`config.mk`:
```
export PLATFORM = sky130hd
export DESIGN_NAME = pipelined_logic_unit
export DESIGN_NICKNAME = d
export VERILOG_FILES = /design/src/rtl/pipelined_logic_unit.sv
export SDC_FILE = /design/constraint.sdc
export NUM_CORES = 1
export LEC_CHECK = 0
export CELL_PAD_IN_SITES_DETAIL_PLACEMENT = 1
export CELL_PAD_IN_SITES_GLOBAL_PLACEMENT = 1
export CORE_ASPECT_RATIO = 0.6
export CORE_MARGIN = 3
export CORE_UTILIZATION = 41
export DETAILED_ROUTE_END_ITERATION = 8
export MAX_ROUTING_LAYER = met4
export PLACE_DENSITY = 0.86
export SYNTH_ARGS = -nofsm -noshare
export SYNTH_HDL_FRONTEND = slang
export SYNTH_SLANG_ARGS = --single-unit
```
`constraint.sdc`:
```
create_clock -name CLK -period 3.4 [get_ports CLK]
set_clock_uncertainty 0.15 [all_clocks]
set_input_delay 0.34 -clock CLK [delete_from_list [all_inputs] [get_ports CLK]]
set_output_delay 0.34 -clock CLK [all_outputs]
set_load 0.02 [all_outputs]
```
`src/rtl/pipelined_logic_unit.sv`:
```
// Two-stage pipelined bitwise logic unit with valid/ready handshake on both sides,
// accumulate mode (B replaced by the previous result), zero/parity flags and a delivery counter.
module pipelined_logic_unit #(
  parameter int WIDTH = 16,
  parameter int CNT_W = 8
) (
  input  logic             CLK,
  input  logic             RST_N,
  input  logic             IN_VALID,
  output logic             IN_READY,
  input  logic [WIDTH-1:0] INPUT_A,
  input  logic [WIDTH-1:0] INPUT_B,
  input  logic [2:0]       OP,
  input  logic             ACC_MODE,
  input  logic             CLEAR_ACC,
  output logic             OUT_VALID,
  input  logic             OUT_READY,
  output logic [WIDTH-1:0] OUTPUT,
  output logic             ZERO,
  output logic             PARITY,
  output logic [CNT_W-1:0] OUT_COUNT
);

  function automatic logic [WIDTH-1:0] logic_op(
    input logic [2:0]       op,
    input logic [WIDTH-1:0] a,
    input logic [WIDTH-1:0] b
  );
    logic [WIDTH-1:0] r;
    case (op)
      3'b000:  r = a ^ b;
      3'b001:  r = ~(a | b);
      3'b010:  r = a | b;
      3'b011:  r = ~(a ^ b);
      3'b100:  r = a & b;
      3'b101:  r = ~(a & b);
      3'b110:  r = ~a;
      3'b111:  r = a;
      default: r = {WIDTH{1'b0}};
    endcase
    return r;
  endfunction

  function automatic logic parity_of(input logic [WIDTH-1:0] d);
    return ^d;
  endfunction

  logic             s1_valid_r;
  logic [WIDTH-1:0] s1_data_r;
  logic [WIDTH-1:0] acc_r;

  logic             s2_en_s;
  logic             s1_en_s;
  logic             accept_s;
  logic             deliver_s;
  logic [2:0]       op_s;
  logic [WIDTH-1:0] a_s;
  logic [WIDTH-1:0] b_op_s;
  logic [WIDTH-1:0] result_s;

  // Pipeline enables and the stage-1 result; operands are gated by accept so idle X never reaches state
  always_comb begin
    s2_en_s   = !OUT_VALID || OUT_READY;
    s1_en_s   = !s1_valid_r || s2_en_s;
    IN_READY  = !RST_N || s1_en_s;
    accept_s  = IN_VALID && IN_READY;
    deliver_s = OUT_VALID && OUT_READY;
    if (accept_s) begin
      op_s   = OP;
      a_s    = INPUT_A;
      b_op_s = ACC_MODE ? acc_r : INPUT_B;
    end else begin
      op_s   = 3'b000;
      a_s    = {WIDTH{1'b0}};
      b_op_s = {WIDTH{1'b0}};
    end
    result_s = logic_op(op_s, a_s, b_op_s);
  end

  // Stage 1: capture the result on accept, drain to a bubble when it advances without one
  always_ff @(posedge CLK) begin
    if (!RST_N) begin
      s1_valid_r <= 1'b0;
      s1_data_r  <= {WIDTH{1'b0}};
    end else if (s1_en_s) begin
      s1_valid_r <= accept_s;
      if (accept_s) begin
        s1_data_r <= result_s;
      end else begin
        s1_data_r <= s1_data_r;
      end
    end else begin
      s1_valid_r <= s1_valid_r;
      s1_data_r  <= s1_data_r;
    end
  end

  // Accumulator: clear wins over an update in the same cycle (the op still saw the old value)
  always_ff @(posedge CLK) begin
    if (!RST_N) begin
      acc_r <= {WIDTH{1'b0}};
    end else if (CLEAR_ACC) begin
      acc_r <= {WIDTH{1'b0}};
    end else if (accept_s) begin
      acc_r <= result_s;
    end else begin
      acc_r <= acc_r;
    end
  end

  // Stage 2: output register with flags; everything holds while the sink stalls
  always_ff @(posedge CLK) begin
    if (!RST_N) begin
      OUT_VALID <= 1'b0;
      OUTPUT    <= {WIDTH{1'b0}};
      ZERO      <= 1'b1;
      PARITY    <= 1'b0;
    end else if (s2_en_s) begin
      OUT_VALID <= s1_valid_r;
      OUTPUT    <= s1_data_r;
      ZERO      <= (s1_data_r == {WIDTH{1'b0}});
      PARITY    <= parity_of(s1_data_r);
    end else begin
      OUT_VALID <= OUT_VALID;
      OUTPUT    <= OUTPUT;
      ZERO      <= ZERO;
      PARITY    <= PARITY;
    end
  end

  // Delivered-result counter, wraps naturally
  always_ff @(posedge CLK) begin
    if (!RST_N) begin
      OUT_COUNT <= {CNT_W{1'b0}};
    end else if (deliver_s) begin
      OUT_COUNT <= OUT_COUNT + CNT_W'(1);
    end else begin
      OUT_COUNT <= OUT_COUNT;
    end
  end

endmodule

```
==> impl_metrics.json <==
{
  "nets": 759,
  "fmax_mhz": 326.1,
  "setup_viol": 0,
  "antenna_found_initial": 0,
  "die-area_um2": 12980,
  "cts_inserted_buffers": 9,
  "root_buffer": "clkbuf_16",
  "grt_max_degree": 49,
  "r2r_end": "s1_data_r[14]$_SDFFE_PN0P_",
  "rsz0062_at_grt": "no",
  "clock_sinks": 60,
  "finalInstanceArea_um2": 5843,
  "core_um2": 10920,
  "maxCapViolCount": 0,
  "reg2reg_from": "OUT_VALID$_SDFFE_PN0P_",
  "r2r_slack_ns": 0.57,
  "drive_gt1_share_pct": 11.60,
  "status": "finished clean",
  "vias_per_cell": 5.798,
  "slew_viol_final": 0,
  "max-vdd-ir-drop_v": 0.0003229,
  "yosysWarnings": 0,
  "synthCells": 620,
  "grt_pass1_vias": 5054,
  "whs_path_depth": 2,
  "synth_top_area_cell": "dfxtp_1",
  "grt_pass1_wl_um": 26900,
  "fin_util_pct": 53.50,
  "ys_types": 59,
  "maxSlewHeadroom_pct": 49.52,
  "num_rows": 29,
  "cp-end-kind": "flip-flop",
  "startpoint_type": "primary input",
  "wire_per_inst_um": 19.94,
  "min_path_type": "flip-flop to flip-flop",
  "ios": 69,
  "insertion_delay_ns": 0.34,
  "area_delta_synth_final_pct": 22.80,
  "port-buffer-count": 68,
  "grt.overflow.total": 0,
  "critPathMaxFanout": 39,
  "drt_first_pass_iters": 5,
  "fin_ws_ns": 0.3338,
  "start_util_pct": 43.57,
  "min_period_over_period_pct": 90.18,
  "ant_nets": 0,
  "finalSetupTns_ns": 0,
  "rr_worst_depth": 10,
  "fillers": 1347,
  "avgSynthCellArea_um2": 7.675,
  "worstPathRequired_ns": 3.51,
  "async_flop_share_pct": 0,
  "ys_ff_latch": 60,
  "vias": 4847,
  "htreeDepth": 3,
  "synth_top_area_share_pct": 25.24,
  "p_per_area_nw_per_um2": 392.9,
  "yosysSeqAreaShare_pct": 25.24,
  "clk_path_buf_depth": 2,
  "synth_commonest_cells": "97 x nand2_1, 60 x dfxtp_1, 57 x inv_1",
  "drt-total-wl_um": 16670,
  "cts-resized-gates": 0,
  "drcViolationCount": 0,
  "gp_congestion": 0.8800,
  "cp.arrival_ns": 3.17,
  "synth_edf_count": 0,
  "fp.dieW_um": 145.1,
  "min_period_ns": 3.066,
  "finalHoldViolCount": 0,
  "synth_ff_type": "dfxtp_1",
  "grtUsageTotal_pct": 26.76,
  "syn_area_um2": 4758,
  "path_clk_slew_ns": 0.06,
  "hold_slack_ns": 0.2952,
  "holdBufCountCts": 0,
  "min_to": "acc_r[1]$_SDFFE_PP0N_",
  "p_leak_nw": 2.443,
  "drt-initial-drc-count": 268,
  "place_area_um2": 5552,
  "ys_top_cells_by_area": "dfxtp_1 25%, ha_1 11%, nand2_1 7.7%, inv_1 4.5%, nand2b_1 3.9%",
  "worstMarginPinSlew_ns": 0.7557,
  "mappedNetlistNets": 702,
  "cts_tree": "built",
  "hpwl_um": 12100,
  "post_cts_buffers": 0,
  "hold_start": "acc_r[1]$_SDFFE_PP0N_",
  "crit_type": "primary input to flip-flop",
  "synth.most_common_cell": "nand2_1",
  "die_y_um": 89.45,
  "antenna_cells": 0,
  "dp_slack_ns": 0.2536
}
[per-layer routing]
layer  part of all wire (%)  global-route usage, %
met1                     46                  33.91
met2                     47                  45.45
met4                    1.7                  6.288
met3                    5.1                  4.661
met5                      0                      -
[logic make-up (layout without fill, tap and decap cells)]
| family | Yosys count | count (layout) | synth area share [%] |
|---|---|---|---|
| xor+xnor | 14 | 14 | 2.577 |
| flops | 60 | 60 | 25.24 |
| mux | 18 | 18 | 4.207 |
| fa+ha+maj | 41 | 41 | 10.78 |
| buf+inv | 101 | 162 | 9.834 |
| simple gates | 228 | 228 | 24.80 |
| compound gates | 158 | 158 | 22.56 |
[sequential cells by signal, indices dropped and copies added (netlist names)]
signal	flops
s1_data_r	16
OUT_COUNT	8
OUT_VALID	1
s1_valid_r	1
ZERO	1
PARITY	1
acc_r	16
OUTPUT	16
[cells in the final DEF, fill, tap and decap left out, drive strengths merged, types with 7 or more instances in the layout]
| master | n |
|---|---|
| nand2b | 31 |
| dfxtp | 60 |
| nand2 | 98 |
| mux2 | 16 |
| o211ai | 7 |
| buf | 20 |
| nor4b | 8 |
| nand3 | 10 |
| a21oi | 31 |
| a21boi | 20 |
| nor2b | 8 |
| nor2 | 38 |
| xnor2 | 14 |
| o21ai | 35 |
| ha | 41 |
| clkdlybuf4s50 | 68 |
| nor3 | 17 |
| inv | 59 |
| a31oi | 7 |
| a21o | 10 |
| clkbuf | 10 |
[through the flow]
stage / power [mW] / std cells
floorplan: 1.169 / 620
global placement: 1.351 / 821
detailed placement: 1.385 / 821
CTS: 2.296 / 836
global route: 2.395 / 836
finish: 2.296 / 836
[area by class of cell]
| type | count | area (um2) | share of cell area, % |
|---|---|---|---|
| Multi-Input combinational cell | 459 | 3092 | 52.91 |
| Clock buffer | 10 | 239.0 | 4.090 |
| Inverter | 59 | 221.5 | 3.790 |
| Timing Repair Buffer | 88 | 843.3 | 14.43 |
| Sequential cell | 60 | 1201 | 20.56 |
| Tap cell | 155 | 193.9 | 3.319 |
| Clock inverter | 5 | 52.55 | 0.8994 |
[critical path: stages]
cell and delay, ns:
clkdlybuf4s50_1 0.60, and4b_4 0.27, nor2_2 0.13, buf_12 0.24, nand2_1 0.14, ha_1 0.34
nor4bb_1 0.35, o21ai_0 0.22, o211ai_1 0.20, o221ai_1 0.17, a21boi_1 0.17
[how the worst max path moves through the flow]
| stage | start | endpoint | slack [ns] | depth (start not counted) |
|---|---|---|---|---|
| final | OUT_READY | s1_data_r[14]$_SDFFE_PN0P_ | 0.33 | 11 |
| after global routing | OUT_READY | s1_data_r[14]$_SDFFE_PN0P_ | 0.18 | 11 |
| after CTS | OUT_READY | s1_data_r[14]$_SDFFE_PN0P_ | 0.37 | 11 |
| after detailed placement | OUT_READY | s1_data_r[5]$_SDFFE_PN0P_ | 0.25 | 11 |
| after global placement | OUT_READY | s1_data_r[14]$_SDFFE_PN0P_ | 0.43 | 11 |
| after floorplan | OUT_VALID$_SDFFE_PN0P_ | s1_data_r[14]$_SDFFE_PN0P_ | 0.89 | 11 |
[where the power goes]
part / switching [mW] / internal, mW / leakage [nW]
logic: 0.336 / 0.266 / 1.81
registers: 0.0331 / 0.747 / 0.491
clock network: 0.334 / 0.579 / 0.144
total: 0.704 / 1.59 / 2.44
Power figures use the tool's default switching activity.
